**src/rtl/spi_pkg.sv**
```systemverilog
// Shared definitions for the serial peripheral link initiator: frame FSM
// states, default sizing constants and the counter width helper.
package spi_pkg;

    localparam int W_DEFAULT           = 8;
    localparam int HALF_PERIOD_DEFAULT = 4;

    // Frame sequencer states. LEAD/HIGH/LOW/TRAIL each last one SCLK
    // half-period; FINISH is a single-cycle completion strobe.
    typedef enum logic [2:0] {
        IDLE   = 3'd0,
        LEAD   = 3'd1,
        HIGH   = 3'd2,
        LOW    = 3'd3,
        TRAIL  = 3'd4,
        FINISH = 3'd5
    } spi_state_t;

    // Width that holds both the bit index (0..w-1) and the phase index
    // (0..hp-1). Never narrower than one bit.
    function automatic int cnt_width(input int w, input int hp);
        int m;
        m = 2;
        if (w > m) begin
            m = w;
        end else begin
            m = m;
        end
        if (hp > m) begin
            m = hp;
        end else begin
            m = m;
        end
        return $clog2(m);
    endfunction

endpackage

```
**src/rtl/spi_phase_timer.sv**
```systemverilog
// Half-period down-counter. A load restarts the count at HALF_PERIOD-1;
// expire is high during the last cycle of the half-period (count at zero).
// Both the count and the expire flag are registers, so expire is glitch-free.
module spi_phase_timer
    import spi_pkg::*;
#(
    parameter int HALF_PERIOD = HALF_PERIOD_DEFAULT,
    parameter int CW          = cnt_width(2, HALF_PERIOD)
) (
    input  logic clk,
    input  logic reset,
    input  logic load,
    output logic expire
);

    localparam logic [CW-1:0] RELOAD = CW'(HALF_PERIOD - 1);
    localparam logic [CW-1:0] ZERO   = CW'(0);
    localparam logic [CW-1:0] ONE    = CW'(1);

    logic [CW-1:0] count_r;
    logic [CW-1:0] count_next_s;
    logic          expire_r;

    // Next count: reload on request, otherwise count down and park at zero.
    always_comb begin
        count_next_s = count_r;
        if (load) begin
            count_next_s = RELOAD;
        end else if (count_r != ZERO) begin
            count_next_s = count_r - ONE;
        end else begin
            count_next_s = count_r;
        end
    end

    // Count register and its registered zero flag.
    always_ff @(posedge clk) begin
        if (reset) begin
            count_r  <= ZERO;
            expire_r <= 1'b1;
        end else begin
            count_r  <= count_next_s;
            expire_r <= (count_next_s == ZERO);
        end
    end

    assign expire = expire_r;

endmodule

```
**src/rtl/spi_frame_master.sv**
```systemverilog
// Mode-0 serial link initiator. Sends a W-bit word MSB-first on mosi while
// capturing W bits from miso, framed by an active-low chip select. Every
// output is a register so the peripheral sees clean, glitch-free edges.
module spi_frame_master
    import spi_pkg::*;
#(
    parameter int W           = W_DEFAULT,
    parameter int HALF_PERIOD = HALF_PERIOD_DEFAULT
) (
    input  logic         clk,
    input  logic         reset,
    input  logic         start,
    input  logic [W-1:0] tx_data,
    output logic         busy,
    output logic         done,
    output logic [W-1:0] rx_data,
    output logic         sclk,
    output logic         cs_n,
    output logic         mosi,
    input  logic         miso
);

    localparam int            CW       = cnt_width(W, HALF_PERIOD);
    localparam logic [CW-1:0] BIT_ZERO = CW'(0);
    localparam logic [CW-1:0] BIT_ONE  = CW'(1);
    localparam logic [CW-1:0] BIT_LAST = CW'(W - 1);

    spi_state_t     state_r;
    logic [W-1:0]   shift_r;
    logic           miso_bit_r;
    logic [CW-1:0]  bit_cnt_r;
    logic           sclk_r;
    logic           cs_n_r;
    logic           mosi_r;
    logic           busy_r;
    logic           done_r;
    logic [W-1:0]   rx_data_r;
    logic           load_s;
    logic           expire_s;

    // Restart the half-period timer whenever a timed state is entered.
    always_comb begin
        load_s = 1'b0;
        case (state_r)
            IDLE:    load_s = start;
            LEAD:    load_s = expire_s;
            HIGH:    load_s = expire_s;
            LOW:     load_s = expire_s;
            TRAIL:   load_s = 1'b0;
            FINISH:  load_s = 1'b0;
            default: load_s = 1'b0;
        endcase
    end

    spi_phase_timer #(
        .HALF_PERIOD (HALF_PERIOD),
        .CW          (CW)
    ) u_phase_timer (
        .clk    (clk),
        .reset  (reset),
        .load   (load_s),
        .expire (expire_s)
    );

    // Frame sequencer with shift register, bit counter and registered pins.
    // The miso sample taken on each rising sclk edge is parked in miso_bit_r
    // and enters the shift register on the following shift, so the transmit
    // bits still waiting in the low end are never overwritten.
    always_ff @(posedge clk) begin
        if (reset) begin
            state_r    <= IDLE;
            shift_r    <= {W{1'b0}};
            miso_bit_r <= 1'b0;
            bit_cnt_r  <= BIT_ZERO;
            sclk_r     <= 1'b0;
            cs_n_r     <= 1'b1;
            mosi_r     <= 1'b0;
            busy_r     <= 1'b0;
            done_r     <= 1'b0;
            rx_data_r  <= {W{1'b0}};
        end else begin
            case (state_r)
                IDLE: begin
                    done_r <= 1'b0;
                    if (start) begin
                        shift_r   <= tx_data;
                        mosi_r    <= tx_data[W-1];
                        bit_cnt_r <= BIT_ZERO;
                        cs_n_r    <= 1'b0;
                        busy_r    <= 1'b1;
                        state_r   <= LEAD;
                    end else begin
                        state_r   <= IDLE;
                    end
                end
                LEAD: begin
                    if (expire_s) begin
                        sclk_r     <= 1'b1;
                        miso_bit_r <= miso;
                        state_r    <= HIGH;
                    end else begin
                        state_r    <= LEAD;
                    end
                end
                HIGH: begin
                    if (expire_s) begin
                        sclk_r <= 1'b0;
                        if (bit_cnt_r == BIT_LAST) begin
                            state_r   <= TRAIL;
                        end else begin
                            bit_cnt_r <= bit_cnt_r + BIT_ONE;
                            shift_r   <= {shift_r[W-2:0], miso_bit_r};
                            mosi_r    <= shift_r[W-2];
                            state_r   <= LOW;
                        end
                    end else begin
                        state_r <= HIGH;
                    end
                end
                LOW: begin
                    if (expire_s) begin
                        sclk_r     <= 1'b1;
                        miso_bit_r <= miso;
                        state_r    <= HIGH;
                    end else begin
                        state_r    <= LOW;
                    end
                end
                TRAIL: begin
                    if (expire_s) begin
                        cs_n_r    <= 1'b1;
                        busy_r    <= 1'b0;
                        done_r    <= 1'b1;
                        mosi_r    <= 1'b0;
                        rx_data_r <= {shift_r[W-2:0], miso_bit_r};
                        state_r   <= FINISH;
                    end else begin
                        state_r   <= TRAIL;
                    end
                end
                FINISH: begin
                    done_r  <= 1'b0;
                    state_r <= IDLE;
                end
                default: begin
                    sclk_r  <= 1'b0;
                    cs_n_r  <= 1'b1;
                    mosi_r  <= 1'b0;
                    busy_r  <= 1'b0;
                    done_r  <= 1'b0;
                    state_r <= IDLE;
                end
            endcase
        end
    end

    assign busy    = busy_r;
    assign done    = done_r;
    assign rx_data = rx_data_r;
    assign sclk    = sclk_r;
    assign cs_n    = cs_n_r;
    assign mosi    = mosi_r;

endmodule

```
**config.mk**
```make
export PLATFORM = sky130hd
export DESIGN_NAME = spi_frame_master
export DESIGN_NICKNAME = d
export VERILOG_FILES = /design/src/rtl/spi_pkg.sv /design/src/rtl/spi_phase_timer.sv /design/src/rtl/spi_frame_master.sv
export SDC_FILE = /design/constraint.sdc
export NUM_CORES = 1
export LEC_CHECK = 0
export CORE_MARGIN = 1
export CORE_UTILIZATION = 55
export CTS_CLUSTER_SIZE = 12
export DETAILED_ROUTE_END_ITERATION = 8
export HOLD_SLACK_MARGIN = 0.1
export PLACE_DENSITY = 0.95
export SETUP_SLACK_MARGIN = 0.05
export SYNTH_ARGS = -nofsm -noshare
export SYNTH_HDL_FRONTEND = slang
export SYNTH_HIERARCHICAL = 1
export SYNTH_SLANG_ARGS = --single-unit
```
**constraint.sdc**
```tcl
create_clock -name clk -period 4.5 [get_ports clk]
set_input_delay 0.45 -clock clk [delete_from_list [all_inputs] [get_ports clk]]
set_output_delay 0.45 -clock clk [all_outputs]
set_load 0.01 [all_outputs]
```
Word level (Yosys, flattened, before mapping)
Index checks and enable logic that the tools add are counted.
Operators by class
  eq/ne operators: 11
  mux-type cells: 30
  add/subtract/negate cells: 2
  bitwise logic cells: 4
  reduce and logical (&&, ||, !) cells: 16
Operators by type and width (count)
  $mux W3: 7
  $mux W7: 3
  $pmux W3 S5: 1
  $pmux W7 S2: 1
  $mux W1: 10
  $eq A3 B3 Y1 const B: 3
  $pmux W1 S3: 3
  $reduce_or A3 Y1: 3
  $eq A3 B2 Y1 const B: 2
  $logic_not A3 Y1: 2
  $ne A2 B1 Y1 const B: 3
  $pmux W3 S2: 1
  $reduce_and A2 Y1: 3
  $reduce_and A3 Y1: 2
  $reduce_and A5 Y1: 1
  $ne A2 B2 Y1 const B: 2
  $not A1 Y1: 4
  $pmux W1 S2: 2
  $pmux W1 S4: 1
  $reduce_and A4 Y1: 1
  $reduce_or A4 Y1: 1
  $add A3 B1 Y3 const B: 1
  $eq A3 B1 Y1 const B: 1
  $reduce_bool A3 Y1: 1
  other kinds (4): 4
Word-level totals
  output and inout port bits: 13
  bits in registers: 31

Logic depth before layout (Yosys ltp)
Gate-level depths: netlist of the first run.
  depth in word-level cells: 5
  mapped depth: 7

Modules after synthesis
Netlist of the first run, hierarchy kept.
Modules (own cells, without submodules)
  spi_frame_master: cells an instance 138, instances 1, area each 1199.9 µm²
  spi_phase_timer: cells an instance 18, instances 1, area each 192.7 µm²

Least setup slack after synthesis of the first run
Ideal clock, no wire load.
  path type: register to register
  start: register bit_cnt_r[0]
  end: register shift_r[0]
  buffers on the path: 1
  arrival: 1.571 ns
  required time: 4.421 ns
  period minus slack after synthesis: 1.651 ns
  stages on the path, launching flop included: 8
  setup slack: 2.849 ns
  setup time: 0.079 ns
  cell sequence: dfxtp_1 -> ha_1 -> ha_1 -> nand3b_1 -> a21oi_4 -> buf_4 -> nor2_1 -> a211oi_2
Between the ends
  cells in the longest elaborated chain, start to end: 3
Ends and longest elaborated chain
  start, declared: RTL line spi_frame_master.sv:31  | logic [CW-1:0] bit_cnt_r;
  start signal, assigned: RTL line spi_frame_master.sv:111  | bit_cnt_r <= bit_cnt_r + BIT_ONE;
  $eq A3 B3 Y1: RTL line spi_frame_master.sv:108  | if (bit_cnt_r == BIT_LAST) begin
  $ne A2 B2 Y1 (no source line)
  $reduce_and A4 Y1 (no source line)
  end signal, assigned: RTL line spi_frame_master.sv:72  | shift_r <= {W{1'b0}};
  end signal, assigned: RTL line spi_frame_master.sv:86  | shift_r <= tx_data;
  end signal, assigned: RTL line spi_frame_master.sv:112  | shift_r <= {shift_r[W-2:0], miso_bit_r};
  end, declared: RTL line spi_frame_master.sv:29  | logic [W-1:0] shift_r;
Every way passes these cells.
A chain may end at the register's enable or synchronous reset.

Worst setup path in the final report of the first run
  start: register bit_cnt_r[0]
  end: register shift_r[4]
Same word-level chain as after synthesis.

==> impl_metrics.py, run 1 <==
metrics = {
    "sta": {
        "hold_ws_ns": 0.4626,
        "setup_viol": 0,
        "worst_slew_pin_slew_ns": 1.069,
        "fmax_ghz": 0.5201,
        "fin_crit_sh": 0.4273,
        "relSlewSlack": 0.2849,
        "fin_skew_ns": 0.006416,
        "slew_viol_final": 0,
        "min_period_ns": 1.923,
        "grt_setup_unrepaired": "false",
        "tns_ns": 0,
        "final-hold-violation-count": 0,
    },
    "global_routing": {
        "use_met3": 0.08696,
        "grt_pass1_vias": 1061,
        "antenna_found_initial": 0,
        "grt_util_all_layers": 0.2392,
        "grt_max_degree": 32,
        "grt_pass1_wl_um": 4636,
        "grt_busiest_layer": "met2",
        "met2_usage": 0.3945,
        "met1_usage": 0.2616,
        "grt.overflow.total": 0,
    },
    "worst_hold_path": {
        "hp-start": "rx_data[2]$_SDFFE_PP0P_",
        "hold_class": "reg -> reg",
    },
    "yosys": {
        "syn_area_mm2": 0.001393,
        "synth.area.mux_share": 0.07547,
        "synth_compound_gate_area_share": 0.1662,
        "yosysSeqAreaShare": 0.4456,
        "synth-adder-area-share": 0.03594,
        "yosys.area_share.simple": 0.2219,
        "synth_xor_area_frac": 0.01258,
        "syn_inst": 156,
        "avgSynthCellArea_um2": 8.927,
        "synth_fp_nets": 172,
        "yosysTopAreaCell": "dfxtp_1",
        "synth_cell_type_count": 32,
        "yosysTopAreaCellShare": 0.4456,
        "ys_warn_count": 6,
        "ys_seq_elements": 31,
        "synth_top_family_by_area": "simple AND/OR/NAND/NOR gates",
        "synth_area_leaders": "dfxtp_1 (45%), a21oi_1 (7.5%), mux2i_1 (6.5%)",
    },
    "route": {
        "drt_iter0_markers": 21,
        "routed_wirelength_um": 2842,
        "via_per_inst": 5.587,
        "dr_total_vias": 1151,
        "drcViolationCount": 0,
        "first_pass_iters": 4,
        "wl_per_cell_um": 13.80,
        "postRouteAntennaNets": 0,
    },
    "finish": {
        "drive_gt1_frac": 0.07303,
        "utilization": 0.7315,
        "diodes": 0,
        "multiInputGateArea_um2": 713.2,
        "ff_latch_area_um2": 620.6,
        "layout.nets": 194,
        "final_cell_mix": "dfxtp_1 (31), clkdlybuf4s50_1 (24), nand2_1 (21), a21oi_1 (21), nor2_1 (13)",
        "final_common_cell": "dfxtp_1",
        "fillers": 187,
        "syn2layout_area_growth_pct": 20.66,
    },
    "power_and_ir_drop": {
        "pwr_density_cell_mw_per_mm2": 394.5,
        "vdd_drop_max_mv": 0.3054,
        "power_uw": 662.9,
        "leakagePower_nw": 0.6081,
    },
    "job": {
        "drv_cap": 0,
    },
    "cts": {
        "cts_setup_buffers": 0,
        "clk_path_buf_depth": 2,
        "cts_buffers": 5,
        "cts_sinks": 31,
        "hold_buffers": 0,
        "cts_resized": 0,
        "htree_levels": 2,
        "path_clk_slew_ns": 0.09,
        "clkLatencyLatePin_ns": 0.32,
        "cts_tree": "done",
        "cts-root-buf": "clkbuf_4",
    },
    "setup_path": {
        "cp.arrival_ns": 2.14,
        "cp_data_required_time_ns": 4.72,
        "crit_type": "reg -> reg",
        "startpoint": "bit_cnt_r[0]$_SDFFE_PP0P_",
        "endpoint_kind": "register",
        "crit_fanout": 19,
        "rr_startpoint": "bit_cnt_r[0]$_SDFFE_PP0P_",
        "r2r_setup_slack_ns": 2.58,
        "cp-start-kind": "register",
    },
    "placement": {
        "io_buffers": 24,
        "hpwl_um": 2055,
        "place_congestion": 0.7710,
    },
    "floorplanning": {
        "start_util": 0.6062,
        "die-width_um": 52.32,
        "num_io_pins": 25,
        "die_h_um": 52.32,
        "core_mm2": 0.002297,
        "rows": 17,
        "dieArea_mm2": 0.002737,
    },
    "run_status": {
        "status": "finished clean",
    },
}
==> power by group <==
part           internal [mW]  switching [mW]  total, mW
clock network         0.0722          0.0891      0.161
logic                 0.0838          0.0840      0.168
registers              0.302          0.0314      0.334
==> cell type report <==
cell class,count,area share
multi-input cells,112,0.4244
flip-flops and latches,31,0.3693
repair buffers,24,0.1430
clock buffers,6,0.03053
well taps,28,0.02085
inverters,4,0.008935
clock inverters,1,0.002978
==> sequential cells by signal, indices dropped and copies added (netlist names) <==
signal	flops
rx_data	8
done	1
u_phase_timer/count_r	3
state_r	3
miso_bit_r	1
shift_r	7
busy	1
sclk	1
mosi	1
u_phase_timer/expire	1
bit_cnt_r	3
cs_n	1
==> through the flow <==
stage	instance area, µm²	cells	worst slack (ns)
floorplan	1393	156	2.849
global placement	1624	199	2.535
detailed placement	1624	199	2.481
CTS	1680	206	2.589
global route	1680	206	2.435
finish	1680	206	2.577
==> Yosys cell counts (all sizes together) <==
library cell,instances
mux2,1
a41o,1
or4,2
a211oi,7
clkbuf,4
inv,4
nand3b,2
o21bai,1
dfxtp,31
nor3,3
nand3,5
a31oi,2
mux2i,9
buf,5
ha,4
a22oi,1
nor2,14
nand2,21
nand2b,5
o21ai,3
and3,1
nor2b,4
nor4b,1
a21oi,22
or2,1
xnor2,2
==> kinds of logic (layout without fill, tap and decap cells) <==
family / count (synthesis) / in the layout
compound gates: 37 / 37
buf+inv: 13 / 35
xor+xnor: 2 / 2
flops: 31 / 31
fa+ha+maj: 4 / 4
mux: 10 / 10
simple gates: 59 / 59
==> final timing paths <==
kind	end	cells after the start
hold reg to reg	rx_data[2]$_SDFFE_PP0P_	2
hold / removal	rx_data[2]$_SDFFE_PP0P_	2
setup reg to reg	shift_r[4]$_SDFFE_PP0P_	6
setup / recovery	shift_r[4]$_SDFFE_PP0P_	6
==> worst max-delay path, cell delays in order, from the launching register on <==
cell and delay, ns:
dfxtp_1 0.34, ha_1 0.21, ha_1 0.22, nand3b_1 0.26, a21oi_4 0.47, nor2_1 0.07, a211oi_1 0.24
==> per-layer routing <==
metal  part of all wire  up-vias
met1               0.43      535
li1                   -      586
met2               0.51       23
met3              0.047        7
met5                  0        -
met4              0.019        0
Power figures use the tool's default switching activity.
==> inputs of run 2 (changes only) <==
--- a/config.mk
+++ b/config.mk
@@ -6,11 +6,11 @@
 export NUM_CORES = 1
 export LEC_CHECK = 0
 export CORE_MARGIN = 1
-export CORE_UTILIZATION = 55
+export CORE_UTILIZATION = 51
 export CTS_CLUSTER_SIZE = 12
 export DETAILED_ROUTE_END_ITERATION = 8
 export HOLD_SLACK_MARGIN = 0.1
-export PLACE_DENSITY = 0.95
+export PLACE_DENSITY = 0.9
 export SETUP_SLACK_MARGIN = 0.05
 export SYNTH_ARGS = -nofsm -noshare
 export SYNTH_HDL_FRONTEND = slang
==> constraint.sdc (replaced) <==
create_clock -name clk -period 1.79 [get_ports clk]
set_input_delay 0.179 -clock clk [delete_from_list [all_inputs] [get_ports clk]]
set_output_delay 0.179 -clock clk [all_outputs]
set_load 0.01 [all_outputs]
==> run 2 against run 1 <==
Die area up 7.5%. Sequential share of layout area down 2.0 points. Hold slack worse by 0.026 ns. Combinational power rose to 2.6 times the previous value. Global-route usage down 1.7 points.
==> impl_metrics.py, run 2 (synthesized netlist as in run 1, its figures left out) <==
metrics = {
    "run_status": {
        "status": "finished clean",
    },
    "global_routing": {
        "grt.overflow.total": 0,
        "grt_pass1_vias": 1089,
        "grt_max_degree": 32,
        "grt_util_all_layers": 0.2224,
        "grt_pass1_wl_um": 4526,
        "antenna_found_initial": 0,
    },
    "cts": {
        "cts_buffers": 5,
        "htree_levels": 2,
        "clkLatencyLatePin_ns": 0.33,
        "cts_sinks": 31,
        "cts-root-buf": "clkbuf_4",
        "cts_tree": "done",
        "clk_path_buf_depth": 2,
        "path_clk_slew_ns": 0.10,
    },
    "job": {
        "drv_cap": 0,
    },
    "route": {
        "dr_total_vias": 1173,
        "drcViolationCount": 0,
        "drt_iter0_markers": 35,
        "first_pass_iters": 4,
        "postRouteAntennaNets": 0,
        "routed_wirelength_um": 2979,
        "wl_per_cell_um": 13.92,
        "via_per_inst": 5.481,
    },
    "sta": {
        "slew_viol_final": 0,
        "worst_slew_pin_slew_ns": 0.4598,
        "setup_viol": 0,
        "min_period_ns": 1.722,
        "relSlewSlack": 0.6930,
        "tns_ns": 0,
        "final-hold-violation-count": 0,
        "fmax_ghz": 0.5806,
        "grt_setup_unrepaired": "true",
        "fin_skew_ns": 0.006935,
        "fin_crit_sh": 0.9621,
        "hold_ws_ns": 0.4361,
    },
    "floorplanning": {
        "rows": 18,
        "dieArea_mm2": 0.002944,
        "num_io_pins": 25,
        "core_mm2": 0.002522,
        "die_h_um": 54.26,
        "start_util": 0.5521,
        "die-width_um": 54.26,
    },
    "power_and_ir_drop": {
        "p_comb_frac": 0.240,
        "leakagePower_nw": 0.6494,
        "vdd_drop_max_mv": 0.7584,
        "p_clk_frac": 0.307,
        "p_seq_frac": 0.454,
        "internal-power_mw": 1.320,
        "swShare": 0.2893,
        "netSwitchingPower_uw": 537.1,
        "pwr_density_cell_mw_per_mm2": 1041,
    },
    "finish": {
        "diodes": 0,
        "largest_register_ffs": 8,
        "stdcell_area_mm2": 0.001783,
        "drive_gt1_frac": 0.1413,
        "final_cells": 214,
        "layout.nets": 199,
        "final_common_cell": "dfxtp_1",
        "syn2layout_area_growth_pct": 28.03,
        "final_cell_mix": "dfxtp_1 (29), clkdlybuf4s50_1 (24), nand2_1 (21)",
    },
    "worst_hold_path": {
        "hp-start": "miso",
        "hold_class": "in -> reg",
    },
    "placement": {
        "place_congestion": 0.7924,
        "hpwl_um": 2164,
        "dp_cells": 204,
        "io_buffers": 24,
        "dpl_cell_area_mm2": 0.001662,
    },
    "setup_path": {
        "endpoint_kind": "register",
        "crit_fanout": 3,
        "startpoint": "bit_cnt_r[0]$_SDFFE_PP0P_",
        "crit_type": "reg -> reg",
        "cp_data_required_time_ns": 2.04,
        "rr_startpoint": "bit_cnt_r[0]$_SDFFE_PP0P_",
        "cp-start-kind": "register",
        "cp.arrival_ns": 1.98,
    },
}
[run 2: changes by cell type in the layout (fill, tap and decap cells not counted), sizes merged]
cell	before	now
bufinv	0	1
buf	0	5
[run 2: metrics by stage]
step,utilization,power [mW],worst slack [ns]
6_report,0.7068,1.857,0.06775
3_3_place_gp,0.6587,1.262,0.1235
2_1_floorplan,-,1.166,0.1392
5_1_grt,0.7068,1.949,0.03405
3_5_place_dp,0.6587,1.292,0.01953
4_1_cts,0.7049,1.861,0.05398
[run 2: worst paths after layout]
check                               to  slack [ns]  depth (start not counted)
max          bit_cnt_r[0]$_SDFFE_PP0P_        0.07                          5
max reg2reg  bit_cnt_r[0]$_SDFFE_PP0P_        0.07                          5
min reg2reg    rx_data[2]$_SDFFE_PP0P_        0.46                          2
min            miso_bit_r$_SDFFE_PP0P_        0.44                          3
[run 2: repair_timing]
item	in CTS	in global routing
pin swaps	2	3
resized for setup	6	1
endpoints found under the setup margin	9	4
buffers inserted	2	0
hold buffers	0	0
[run 2: cell type report]
type,count,area [µm²]
fillers,189,739.5
multi-input cells,112,730.7
inverters,4,15.01
clock buffers,6,51.30
well taps,30,37.54
clock inverters,2,35.03
repair buffers,29,290.3
flip-flops and latches,31,623.1
[run 2: power by group through the flow]
stage               registers (mW)  clock network (mW)  logic, mW
finish                       0.843               0.569      0.445
global route                 0.852               0.603      0.493
CTS                          0.842               0.578      0.441
detailed placement           0.857                   0      0.435
global placement             0.851                   0      0.411
floorplan                    0.821                   0      0.346
[run 2: critical path, stage by stage, from the launching register on]
cell and delay [ns]:
dfxtp_2 0.34, ha_2 0.18, ha_2 0.17, nand3b_1 0.25
or4_4 0.53, a21oi_2 0.19
[run 2: routing by layer]
| layer | vias to the layer above | wire, µm | GRT usage |
|---|---|---|---|
| met3 | 7 | 182 | 0.08611 |
| met1 | 535 | 1198 | 0.2260 |
| li1 | 594 | - | - |
| met4 | 0 | 55 | 0.08547 |
| met5 | - | 0 | 0 |
| met2 | 37 | 1543 | 0.4045 |
==> inputs of run 3 (changes only) <==
--- a/config.mk
+++ b/config.mk
@@ -10,7 +10,8 @@
 export CTS_CLUSTER_SIZE = 12
 export DETAILED_ROUTE_END_ITERATION = 8
 export HOLD_SLACK_MARGIN = 0.1
-export PLACE_DENSITY = 0.9
+export MAX_ROUTING_LAYER = met4
+export PLACE_DENSITY = 0.87
 export SETUP_SLACK_MARGIN = 0.05
 export SYNTH_ARGS = -nofsm -noshare
 export SYNTH_HDL_FRONTEND = slang
==> run 3 against run 2 <==
Sequential power decreased by 0.6%. Final cell count increased by 0.93%. Cell area increased by 5.1%. Worst setup slack got worse by 0.0017 ns. Register-to-register slack about the same. Critical endpoint unchanged.
==> impl_metrics.py, run 3 (synthesized netlist as in run 1, its figures left out) <==
metrics = {
    "run_status": {
        "status": "finished clean",
    },
    "floorplanning": {
        "rows": 18,
        "die_h_um": 54.26,
        "num_io_pins": 25,
        "die-width_um": 54.26,
        "core_mm2": 0.002522,
        "start_util": 0.5521,
        "dieArea_mm2": 0.002944,
    },
    "setup_path": {
        "crit_type": "reg -> reg",
        "r2r_setup_slack_ns": 0.07,
        "cp-start-kind": "register",
        "cp_data_required_time_ns": 1.99,
        "ff2ff_path_depth": 7,
        "cp.arrival_ns": 1.93,
        "r2r-end": "bit_cnt_r[0]$_SDFFE_PP0P_",
        "crit_fanout": 5,
        "endpoint_kind": "register",
        "rr_startpoint": "bit_cnt_r[0]$_SDFFE_PP0P_",
    },
    "worst_hold_path": {
        "hold_class": "in -> reg",
        "hold_path_end": "miso_bit_r$_SDFFE_PP0P_",
        "min_path_cells": 3,
        "hp-start": "miso",
    },
    "sta": {
        "relSlewSlack": 0.6935,
        "fmax_ghz": 0.5801,
        "slew_viol_final": 0,
        "grt_setup_unrepaired": "true",
        "worst_slew_pin_slew_ns": 0.4592,
        "fin_crit_sh": 0.9631,
        "final-hold-violation-count": 0,
        "fin_skew_ns": 0.01209,
        "setup_viol": 0,
        "min_period_ns": 1.724,
    },
    "route": {
        "drt_iter0_markers": 20,
        "first_pass_iters": 4,
        "dr_total_vias": 1173,
        "wl_per_cell_um": 13.23,
        "routed_wirelength_um": 2858,
        "postRouteAntennaNets": 0,
        "via_per_inst": 5.431,
        "drcViolationCount": 0,
    },
    "finish": {
        "ff_latch_area_um2": 625.6,
        "layout.nets": 201,
        "multiInputGateArea_um2": 764.5,
        "final_common_cell": "dfxtp_1",
        "diodes": 0,
        "fillers": 180,
        "largest_register_ffs": 8,
        "syn2layout_area_growth_pct": 34.50,
        "final_cell_mix": "dfxtp_1 (29), clkdlybuf4s50_1 (24), nand2_1 (21)",
        "drive_gt1_frac": 0.1613,
        "utilization": 0.7426,
    },
    "placement": {
        "place_congestion": 0.7636,
        "io_buffers": 24,
        "hpwl_um": 1809,
    },
    "power_and_ir_drop": {
        "vdd_drop_max_mv": 0.9344,
        "power_mw": 1.915,
        "pwr_density_cell_mw_per_mm2": 1022,
        "leakagePower_nw": 0.6783,
    },
    "cts": {
        "cts_buffers": 5,
        "path_clk_slew_ns": 0.09,
        "cts_sinks": 31,
        "htree_levels": 2,
        "cts_tree": "done",
        "clkLatencyLatePin_ns": 0.33,
        "clk_path_buf_depth": 2,
        "cts-root-buf": "clkbuf_4",
    },
    "global_routing": {
        "grt_pass1_wl_um": 4160,
        "grt_util_all_layers": 0.2075,
        "antenna_found_initial": 0,
        "grt_max_degree": 32,
        "grt.overflow.total": 0,
        "grt_pass1_vias": 1013,
    },
    "job": {
        "drv_cap": 0,
    },
}
[run 3: cell count changes in the layout (fill, tap and decap cells not counted), sizes merged]
cell | before | now
clkbuf | 6 | 8
[run 3: final cells by class]
| type | count | share of cell area |
|---|---|---|
| clock inverters | 2 | 0.01870 |
| clock buffers | 6 | 0.02739 |
| flip-flops and latches | 31 | 0.3340 |
| repair buffers | 31 | 0.1837 |
| well taps | 30 | 0.02004 |
| inverters | 4 | 0.008016 |
| multi-input cells | 112 | 0.4081 |
[run 3: worst max-delay path by stage]
stage / cells past startpoint / from / endpoint / slack, ns
after detailed placement: 5 / start / mosi$_SDFFE_PP0P_ / 0.06
final: 7 / bit_cnt_r[0]$_SDFFE_PP0P_ / bit_cnt_r[0]$_SDFFE_PP0P_ / 0.07
after global routing: 7 / bit_cnt_r[0]$_SDFFE_PP0P_ / shift_r[3]$_SDFFE_PP0P_ / -0.02
after floorplan: 7 / bit_cnt_r[0]$_SDFFE_PP0P_ / shift_r[0]$_SDFFE_PP0P_ / 0.14
after CTS: 7 / bit_cnt_r[0]$_SDFFE_PP0P_ / shift_r[3]$_SDFFE_PP0P_ / 0.07
after global placement: 5 / start / mosi$_SDFFE_PP0P_ / 0.11
[run 3: per-layer routing]
layer  wire (µm)  vias up  track usage
met5           0        -            -
li1            -      600            -
met1        1213      540       0.2304
met4          21        0      0.07692
met2        1473       31       0.3374
met3         150        2      0.07778
[run 3: metrics by stage]
stage          cells   TNS, ns  setup WS, ns  instance area (µm²)  hold slack (ns)
2_1_floorplan    156         0        0.1392                 1393           0.2481
3_3_place_gp     204         0        0.1124                 1662           0.4459
3_5_place_dp     204         0       0.05845                 1662           0.4485
4_1_cts          212         0       0.07325                 1748           0.4176
5_1_grt          216  -0.01641      -0.01641                 1873           0.4236
6_report         216         0       0.06604                 1873           0.4231
[run 3: worst max-delay path, stage by stage, from the launching register on]
cell and delay [ns]:
dfxtp_4 0.37, ha_4 0.16, ha_4 0.16, nand3b_1 0.23
a21oi_4 0.32, clkbuf_16 0.20, nand2b_4 0.11, a21oi_2 0.05
[run 3: repair_timing]
action,CTS,global route
pin swaps,1,9
endpoints found under the setup margin,1,7
hold buffers,0,0
cloned,0,3
resized for setup,0,12
buffers inserted,0,1
[run 3: report_power, final]
group	switching, mW	total (mW)	internal (mW)	leakage [nW]
combinational	0.230	0.509	0.279	0.375
clock	0.239	0.568	0.330	0.0482
sequential	0.0781	0.838	0.760	0.255
